## src/rtl/serial_bus_arbiter.sv

```systemverilog
// Shared serial bus arbiter: one-at-a-time grant, hold until release, timeout preemption.
// Optional macro ROUND_ROBIN_EN selects rotating priority; default build is fixed lowest-index priority.
module serial_bus_arbiter #(
   parameter int unsigned      NUM_MASTERS = 3,
   parameter int unsigned      CNT_W       = 10,
   parameter logic [CNT_W-1:0] MAX_GRANT   = 10'd64
) (
   input  logic                   clk,
   input  logic                   reset,
   input  logic [NUM_MASTERS-1:0] bus_req,
   output logic [NUM_MASTERS-1:0] bus_ready,
   output logic [2:0]             grant_id,
   output logic                   bus_busy,
   output logic                   preempt
);

   localparam int unsigned      ID_W       = 3;
   localparam bit               PREEMPT_EN = (MAX_GRANT != '0);
   localparam logic [CNT_W-1:0] CNT_ONES   = '1;
   // With preemption on, the counter parks at the timeout value so a late contender still preempts.
   localparam logic [CNT_W-1:0] CNT_SAT    = PREEMPT_EN ? (MAX_GRANT - CNT_W'(1)) : CNT_ONES;

   typedef enum logic [1:0] {
      IDLE     = 2'd0,
      GRANT    = 2'd1,
      HANDOVER = 2'd2
   } state_t;

   state_t                 state, state_nxt;
   logic [ID_W-1:0]        owner, owner_nxt;
   logic [CNT_W-1:0]       cnt, cnt_nxt;
   logic [NUM_MASTERS-1:0] excl, excl_nxt;
   logic                   preempt_nxt;
   logic                   take;

   logic [NUM_MASTERS-1:0] cand;
   logic [ID_W-1:0]        win;
   logic                   win_vld;
   logic                   own_req;
   logic                   others_req;
   logic [NUM_MASTERS-1:0] ready_nxt;

   // Candidates: excluded master drops out unless it is the only requester.
   always_comb begin
      cand = bus_req & ~excl;
      if (cand == '0) begin
         cand = bus_req;
      end
   end

`ifdef ROUND_ROBIN_EN
   logic [ID_W-1:0] rr_ptr;

   // Closest set candidate at or above the pointer, wrapping.
   always_comb begin
      int best_d;
      int d;
      win     = '0;
      win_vld = 1'b0;
      best_d  = int'(NUM_MASTERS);
      for (int i = 0; i < int'(NUM_MASTERS); i++) begin
         d = i - int'(rr_ptr);
         if (d < 0) begin
            d = d + int'(NUM_MASTERS);
         end
         if (cand[i] && (d < best_d)) begin
            best_d  = d;
            win     = ID_W'(i);
            win_vld = 1'b1;
         end
      end
   end

   always_ff @(posedge clk or negedge reset) begin
      if (!reset) begin
         rr_ptr <= '0;
      end else if (take) begin
         if ((int'(win) + 1) >= int'(NUM_MASTERS)) begin
            rr_ptr <= '0;
         end else begin
            rr_ptr <= win + ID_W'(1);
         end
      end
   end
`else
   // Lowest set candidate wins.
   always_comb begin
      win     = '0;
      win_vld = 1'b0;
      for (int i = int'(NUM_MASTERS) - 1; i >= 0; i--) begin
         if (cand[i]) begin
            win     = ID_W'(i);
            win_vld = 1'b1;
         end
      end
   end
`endif

   // In GRANT, bus_ready is exactly the owner's one-hot mask.
   assign own_req    = |(bus_req & bus_ready);
   assign others_req = |(bus_req & ~bus_ready);

   always_comb begin
      state_nxt   = state;
      owner_nxt   = owner;
      cnt_nxt     = cnt;
      excl_nxt    = excl;
      preempt_nxt = 1'b0;
      take        = 1'b0;
      case (state)
         IDLE: begin
            if (win_vld) begin
               state_nxt = GRANT;
               owner_nxt = win;
               cnt_nxt   = '0;
               take      = 1'b1;
            end
         end
         GRANT: begin
            if (!own_req) begin
               state_nxt = HANDOVER;
               cnt_nxt   = '0;
            end else if (PREEMPT_EN && (cnt == CNT_SAT) && others_req) begin
               state_nxt   = HANDOVER;
               cnt_nxt     = '0;
               preempt_nxt = 1'b1;
               excl_nxt    = bus_ready;
            end else if (cnt != CNT_SAT) begin
               cnt_nxt = cnt + CNT_W'(1);
            end
         end
         HANDOVER: begin
            excl_nxt = '0;
            if (win_vld) begin
               state_nxt = GRANT;
               owner_nxt = win;
               cnt_nxt   = '0;
               take      = 1'b1;
            end else begin
               state_nxt = IDLE;
            end
         end
         default: begin
            state_nxt = IDLE;
            excl_nxt  = '0;
            cnt_nxt   = '0;
         end
      endcase
   end

   always_comb begin
      ready_nxt = '0;
      for (int i = 0; i < int'(NUM_MASTERS); i++) begin
         ready_nxt[i] = (state_nxt == GRANT) && (owner_nxt == ID_W'(i));
      end
   end

   always_ff @(posedge clk or negedge reset) begin
      if (!reset) begin
         state     <= IDLE;
         owner     <= '0;
         cnt       <= '0;
         excl      <= '0;
         bus_ready <= '0;
         grant_id  <= '0;
         bus_busy  <= 1'b0;
         preempt   <= 1'b0;
      end else begin
         state     <= state_nxt;
         owner     <= owner_nxt;
         cnt       <= cnt_nxt;
         excl      <= excl_nxt;
         bus_ready <= ready_nxt;
         grant_id  <= (state_nxt == GRANT) ? owner_nxt : '0;
         bus_busy  <= (state_nxt == GRANT);
         preempt   <= preempt_nxt;
      end
   end

endmodule

```

## config.mk

```make
export PLATFORM = sky130hd
export DESIGN_NAME = serial_bus_arbiter
export DESIGN_NICKNAME = d
export VERILOG_FILES = /design/src/rtl/serial_bus_arbiter.sv
export SDC_FILE = /design/constraint.sdc
export NUM_CORES = 1
export LEC_CHECK = 0
export ABC_AREA = 1
export CORE_MARGIN = 2
export CORE_UTILIZATION = 50
export DETAILED_ROUTE_END_ITERATION = 8
export PLACE_DENSITY = 0.71
export SETUP_SLACK_MARGIN = 0.4
export SYNTH_ARGS = -nofsm -noshare
export SYNTH_HDL_FRONTEND = slang
export SYNTH_SLANG_ARGS = --single-unit
```

## constraint.sdc

```tcl
create_clock -name clk -period 1.9 [get_ports clk]
set_clock_uncertainty 0.2 [all_clocks]
set_input_delay 0.38 -clock clk [delete_from_list [all_inputs] [get_ports clk]]
set_output_delay 0.38 -clock clk [all_outputs]
set_load 0.005 [all_outputs]
```

==> results of run 1 <==
## cells by family after synthesis
kind of cell,share of synthesized area (%)
xor gates and xnor gates,2.67
buffers and inverters,7.44
and+or+nand+nor,33.6
DFF,49.6
adders and majority gates,0.953
AOI/OAI and AO/OA,5.81
## worst reg2reg max path, cell delays in order, from the launching register on
cell and delay (ps):
sky130_fd_sc_hd__dfrtp_1 420, sky130_fd_sc_hd__buf_6 130, sky130_fd_sc_hd__o211ai_1 260, sky130_fd_sc_hd__nand4_1 230
sky130_fd_sc_hd__nand3_1 180, sky130_fd_sc_hd__nand2_2 110, sky130_fd_sc_hd__nand2_2 90, sky130_fd_sc_hd__nor2_1 50
## sequential cells by signal, indices dropped and copies added (netlist names)
signal and count:
bus_busy 1, cnt 10, excl 3, grant_id 3
state 2, bus_ready 3, owner 3, preempt 1
## per-stage QoR
stage / cell area, um^2 / setup TNS, ps / setup slack [ps] / hold slack [ps]
floorplan: 1310 / 0 / 289 / -116
global placement: 1550 / -3100 / -183 / 295
detailed placement: 1550 / -4810 / -266 / 303
CTS: 1690 / 0 / 210 / 200
global route: 1760 / 0 / 37.9 / 223
finish: 1760 / 0 / 160 / 184
## worst paths after layout
kind | from | end | slack (ps) | cells after the start
worst min-delay path | reset | excl[1]$_DFFE_PN0P_ | 180 | 2
worst max-delay path | bus_ready[2]$_DFF_PN0_ | bus_ready[1]$_DFF_PN0_ | 160 | 7
worst max register to register | bus_ready[2]$_DFF_PN0_ | bus_ready[1]$_DFF_PN0_ | 160 | 7
max in group asynchronous | reset | cnt[3]$_DFFE_PN0P_ | 1070 | 2
min in group clk | state[1]$_DFF_PN0_ | preempt$_DFF_PN0_ | 340 | 1
worst min register to register | state[1]$_DFF_PN0_ | preempt$_DFF_PN0_ | 340 | 1
## power by group through the flow
stage | clock network (W) | logic (W) | registers (W)
2_1_floorplan | 0 | 0.000256 | 0.000723
3_3_place_gp | 0 | 0.000481 | 0.000729
3_5_place_dp | 0 | 0.000492 | 0.000732
4_1_cts | 0.000288 | 0.000570 | 0.000703
5_1_grt | 0.000303 | 0.000676 | 0.000721
6_report | 0.000283 | 0.000610 | 0.000709
## cells in the final DEF, fill, tap and decap left out, types with 2 or more instances in the layout
cell type	n
sky130_fd_sc_hd__inv_2	6
sky130_fd_sc_hd__nand2_1	47
sky130_fd_sc_hd__nand3_2	8
sky130_fd_sc_hd__dfrtp_1	26
sky130_fd_sc_hd__nand3_1	7
sky130_fd_sc_hd__clkbuf_2	3
sky130_fd_sc_hd__nand2_2	12
sky130_fd_sc_hd__nor3_1	2
sky130_fd_sc_hd__nor2_1	11
sky130_fd_sc_hd__xor2_1	3
sky130_fd_sc_hd__dlygate4sd2_1	3
sky130_fd_sc_hd__nand4_1	6
sky130_fd_sc_hd__buf_4	25
sky130_fd_sc_hd__buf_6	3
sky130_fd_sc_hd__buf_2	5
sky130_fd_sc_hd__o21ai_1	7
sky130_fd_sc_hd__clkbuf_4	3
sky130_fd_sc_hd__nor2_4	2
sky130_fd_sc_hd__inv_1	17
## layout make-up
type,instances,area [um^2],share of cell area (%)
clock buffer,4,36.3,2.07
sequential,26,651,37.0
multi-input combinational,115,628,35.8
inverter,23,86.3,4.91
tap,30,37.5,2.14
timing repair buffer,41,318,18.1
## routing by layer
metal	track usage (%)	vias to the layer above	wire (um)
li1	-	607	-
met1	24.9	594	1260
met2	34.7	23	1580
met3	2.34	11	69
met4	7.67	0	79
met5	0	-	0
## repair_timing
action                     CTS  global route
pin swaps                   12             9
gates resized for setup     39            19
setup endpoints to repair   34            29
setup buffers               14             5
==> run_results.csv, run 1 <==
group,metric,value,unit
run_status,status,"completed",
hold_path,worstHoldPathType,"in2async",
global_route,grt_max_degree,27,
sta,tightest_slew,383,ps
pwr,leakagePower,0.935,nW
clock_network,ctsHoldBuffers,0,
pwr,power_per_cell_area,912,nW/um^2
sta,fin_crit,1740,ps
route,ant_nets,0,
yosys,synth_fp_nets,171,
pwr,max-vdd-ir-drop,0.000806,V
placed_design,place_inst,216,
route,avgViaCountPerCell,5.17,
worst_setup_path,cp.required,1940,ps
pwr,seq_pwr_share,44.3,%
yosys,yosys_most_used_dff,"sky130_fd_sc_hd__dfrtp_1",
yosys,synth_seq_cells,26,
clock_network,cts_root_buf,"sky130_fd_sc_hd__clkbuf_4",
yosys,synth_cells,165,
global_route,antenna_violations_before_repair,0,
worst_setup_path,criticalPathCategory,"reg2reg",
route,detail_route.iter0.violations,26,
yosys,synthTopCellsByArea,"sky130_fd_sc_hd__dfrtp_1 (50%), sky130_fd_sc_hd__nand2_1 (17%), sky130_fd_sc_hd__inv_1 (6.0%), sky130_fd_sc_hd__nand3_1 (4.6%), sky130_fd_sc_hd__nor2_1 (3.1%)",
sta,setup-violations-final,0,
yosys,post_synth.cell_area_avg,7.95,um^2
clock_network,insertion_delay,330,ps
floorplanning,core,2480,um^2
yosys,synth.yosys.seq_area_share,49.6,%
sta,timing.final.max_slew_violations,0,
clock_network,ctsLongestPathBuffers,2,
floorplanning,number_of_rows_created_at_floorplan,18,
final_layout,finalNetCount,216,
floorplanning,die-height,55.2,um
route,num_vias,1235,
placed_design,gp_congestion,0.830,
floorplanning,design.portCount,13,
worst_setup_path,cpMaxStageDelayCell,"sky130_fd_sc_hd__dfrtp_1",
pwr,p_int,0.00102,W
pwr,swShare,36.3,%
floorplanning,area_of_the_die,3050,um^2
sta,rsz_0062_raised_after_global_routing,"yes",
route,avgRoutedWirePerCell,12.5,um
worst_setup_path,cp_num_buf_inv,1,
sta,min_period_over_period,91.6,%
yosys,synth.lib_cells_used.distinct,24,
clock_network,cts.clk_slew.worst_paths,140,ps
yosys,yosysMostFrequentCell,"sky130_fd_sc_hd__nand2_1",
final_layout,fill_cells,194,
global_route,grt_pass1_vias,1213,
yosys,synthDominantCellAreaShare,49.6,%
sta,finalHoldViolCount,0,
route,detailedRoute.firstPassIterationCount,4,
placed_design,port-buffer-count,12,
final_layout,final_layout_size_suffix_gt1_share,35.4,%
route,wirelength,3000,um
yosys,synth_top_cell_by_area,"sky130_fd_sc_hd__dfrtp_1",
route,remaining_drc_errors,0,
worst_setup_path,cpMostUsedCell,"sky130_fd_sc_hd__nand2_2",
pwr,power_frac_comb,38.1,%
pwr,power.net_switching,0.000581,W
worst_setup_path,worst-path-max-fanout,4,
pwr,totalPowerFinal,0.00160,W
clock_network,cts_htree_levels,1,
yosys,number_of_enable_flip_flop_cells_after_synthesis,0,
floorplanning,dieWidth,55.2,um
final_layout,insertedDiodeCount,0,
clock_network,cts-buffers-inserted,3,
sta,maxClockFrequency,575,MHz
worst_setup_path,worst_setup_sp_type,"flop",
global_route,grt_use_total,19.8,%
worst_setup_path,arrival,1780,ps
worst_setup_path,critical_path_cell_by_cell,"buf_6 > o211ai_1 > nand4_1 > nand3_1 > nand2_2 > nand2_2 > nor2_1",
final_layout,final_core_util,70.9,%
yosys,synth-warning-count,0,
sta,slew_headroom,74.3,%
run,maxCapViolCount,0,
final_layout,area_growth_syn_to_layout,33.8,%
worst_setup_path,critical_path.top_delay_family,"simple AND/OR/NAND/NOR gates",
floorplanning,initial_core_util,53.0,%
global_route,grt.overflow.total,0,
pwr,power.share.clock,17.6,%
clock_network,clock_sinks,26,
worst_setup_path,critPathCaptureType,"flop",
global_route,grt_pass1_wl,5000,um
yosys,summed_instance_area_of_the_synthesized_netlist,1310,um^2
placed_design,place.detailed.hpwl,2070,um
worst_setup_path,crit_path_max_incr_delay,420,ps
yosys,asyncSetResetFlopFracSynth,100,%
yosys,synth.top_cells.by_count,"sky130_fd_sc_hd__nand2_1 (58), sky130_fd_sc_hd__dfrtp_1 (26), sky130_fd_sc_hd__inv_1 (21)",
final_layout,final-instance-count-excl-fill,239,
clock_network,cts_tree,"built",
Note: power is estimated with default switching activity, not from simulation.
==> run 2, diff against run 1 <==
Settings changed: MAX_ROUTING_LAYER from default to met4, PLACE_DENSITY 0.71 to 0.74.
Clock period 1.9 ns to 1.39 ns, I/O delays scaled along.
==> run_results.csv, run 2 (synthesis results as in run 1) <==
group,metric,value,unit
run_status,status,"finished with violations",
run_status,failed_checks,"negative setup slack",
floorplanning,core,2480,um^2
sta,layout_setup_ws,-493,ps
pwr,swShare,38.3,%
pwr,p_int,0.00169,W
final_layout,finalNetCount,240,
sta,timing.final.max_slew_violations,0,
pwr,leakagePower,1.15,nW
global_route,antenna_violations_before_repair,0,
clock_network,cts.clk_slew.worst_paths,150,ps
route,avgRoutedWirePerCell,17.8,um
worst_setup_path,cp.required,1420,ps
worst_setup_path,arrival,1910,ps
worst_setup_path,cp_num_buf_inv,2,
global_route,grt_pass1_vias,1327,
sta,min_period_over_period,135,%
floorplanning,die-height,55.2,um
clock_network,insertion_delay,330,ps
worst_setup_path,critical_path.top_delay_family,"simple AND/OR/NAND/NOR gates",
floorplanning,number_of_rows_created_at_floorplan,18,
route,detailedRoute.firstPassIterationCount,5,
worst_setup_path,criticalPathCategory,"reg2reg",
placed_design,port-buffer-count,12,
worst_setup_path,r2r_endpoint,"cnt[3]$_DFFE_PN0P_",
global_route,grt.overflow.total,0,
sta,setup-violations-final,27,
worst_setup_path,critical_path_depth,7,
clock_network,cts_tree,"built",
global_route,grt_use_total,23.8,%
clock_network,cts_root_buf,"sky130_fd_sc_hd__clkbuf_4",
route,wirelength,4670,um
final_layout,regMostFlops,"cnt",
route,num_vias,1492,
worst_setup_path,worst-path-max-fanout,4,
sta,fin_crit,1880,ps
clock_network,clock_sinks,26,
final_layout,largest_register_ffs,10,
pwr,power.share.clock,14.5,%
pwr,power_per_cell_area,1270,nW/um^2
pwr,power.net_switching,0.00105,W
clock_network,cts-buffers-inserted,3,
sta,slew_headroom,81.8,%
global_route,grt_max_degree,27,
pwr,max-vdd-ir-drop,0.00153,V
worst_setup_path,critPathCaptureType,"flop",
sta,maxClockFrequency,531,MHz
sta,rsz_0062_raised_after_global_routing,"yes",
worst_setup_path,critical_path.endpoint,"cnt[3]$_DFFE_PN0P_",
hold_path,worstHoldPathType,"in2async",
run,maxCapViolCount,0,
pwr,seq_pwr_share,35.3,%
worst_setup_path,ff2ff_setup_slack,-490,ps
clock_network,cts_htree_levels,1,
floorplanning,initial_core_util,53.0,%
final_layout,final_common_cell,"sky130_fd_sc_hd__buf_4",
route,detail_route.iter0.violations,79,
sta,tightest_slew,271,ps
worst_setup_path,launching_element_of_the_worst_setup_path,"cnt[5]$_DFFE_PN0P_",
final_layout,finalInstanceArea,2160,um^2
route,remaining_drc_errors,0,
route,ant_nets,0,
worst_setup_path,cpMaxStageDelayCell,"sky130_fd_sc_hd__dfrtp_1",
pwr,power_frac_comb,50.2,%
placed_design,place.detailed.hpwl,2230,um
worst_setup_path,critical_path_cell_by_cell,"nand2_1 > nor3_1 > nand4_1 > buf_4 > buf_4 > nand4_1 > o21ai_1",
placed_design,pre_cts_slack,-659,ps
placed_design,gp_congestion,0.864,
final_layout,final-instance-count-excl-fill,263,
placed_design,place_inst,242,
worst_setup_path,r2r_cells,7,
final_layout,final_layout_size_suffix_gt1_share,53.2,%
final_layout,area_growth_syn_to_layout,64.7,%
global_route,grt_pass1_wl,5690,um
floorplanning,dieWidth,55.2,um
floorplanning,design.portCount,13,
final_layout,most_used_cells_in_the_layout_excluding_fill_and_tap_cells,"sky130_fd_sc_hd__buf_4 (38), sky130_fd_sc_hd__nand2_1 (29), sky130_fd_sc_hd__dfrtp_1 (26)",
final_layout,final_core_util,87.3,%
clock_network,ctsLongestPathBuffers,2,
floorplanning,area_of_the_die,3050,um^2
worst_setup_path,worst_setup_sp_type,"flop",
sta,finalHoldViolCount,0,
placed_design,dpl_cell_area,1760,um^2
final_layout,insertedDiodeCount,0,
worst_setup_path,worstReg2RegStart,"cnt[5]$_DFFE_PN0P_",
route,avgViaCountPerCell,5.67,
worst_setup_path,crit_path_max_incr_delay,490,ps
==> run 2: cell count changes in the layout (fill, tap and decap cells not counted), moves of 2 or more <==
cell,before,now
sky130_fd_sc_hd__nand3_2,8,4
sky130_fd_sc_hd__nand3_4,0,3
sky130_fd_sc_hd__nand2_2,12,17
sky130_fd_sc_hd__nor2_1,11,9
sky130_fd_sc_hd__clkbuf_2,3,0
sky130_fd_sc_hd__buf_4,25,38
sky130_fd_sc_hd__nand2_1,47,29
sky130_fd_sc_hd__inv_2,6,10
sky130_fd_sc_hd__inv_1,17,12
sky130_fd_sc_hd__buf_6,3,14
sky130_fd_sc_hd__o21ai_2,0,2
sky130_fd_sc_hd__nand2_4,0,13
==> run 2: metrics by stage <==
step           hold WS [ps]  total power (W)  setup TNS, ps
6_report               84.4          0.00274          -9630
5_1_grt                95.3          0.00285         -11690
4_1_cts                85.0          0.00236          -7180
2_1_floorplan          -218          0.00135          -3430
3_3_place_gp            307          0.00184         -13860
3_5_place_dp            322          0.00187         -15130
==> run 2: worst min path at each step <==
stage,from,cells after the start,slack (ps),end
3_3_place_gp,excl[2]$_DFFE_PN0P_,2,310,excl[2]$_DFFE_PN0P_
6_report,reset,2,80,preempt$_DFF_PN0_
2_1_floorplan,reset,0,-220,bus_busy$_DFF_PN0_
3_5_place_dp,owner[2]$_DFF_PN0_,2,320,owner[2]$_DFF_PN0_
4_1_cts,reset,2,90,preempt$_DFF_PN0_
5_1_grt,reset,2,100,excl[1]$_DFFE_PN0P_
==> run 2: what timing repair did <==
action | in CTS | in global routing
cloned | 0 | 1
pin swaps | 17 | 26
hold buffers | 0 | 0
gates resized for setup | 56 | 56
setup buffers | 12 | 4
endpoints found under the setup margin | 34 | 34
==> run 2: area by class of cell <==
cell class,instances,area (um^2)
clock buffer,4,36.3
tap,30,37.5
sequential,26,651
timing repair buffer,65,574
multi-input combinational,115,774
fill,107,315
inverter,23,88.8
==> run 2: layer usage <==
| layer | routed length, um | part of all wire (%) | GRT usage, % | vias up |
|---|---|---|---|---|
| li1 | - | - | - | 657 |
| met1 | 1900 | 41 | 27.8 | 725 |
| met2 | 2300 | 49 | 40.6 | 89 |
| met3 | 322 | 6.9 | 3.75 | 21 |
| met4 | 158 | 3.4 | 10.1 | 0 |
| met5 | 0 | 0 | - | - |
==> run 2: power groups by stage <==
stage | clock, W | sequential, W | combinational (W)
2_1_floorplan | 0 | 0.000989 | 0.000359
6_report | 0.000397 | 0.000965 | 0.00137
3_5_place_dp | 0 | 0.000982 | 0.000887
4_1_cts | 0.000396 | 0.000941 | 0.00103
5_1_grt | 0.000421 | 0.000975 | 0.00145
3_3_place_gp | 0 | 0.000975 | 0.000869
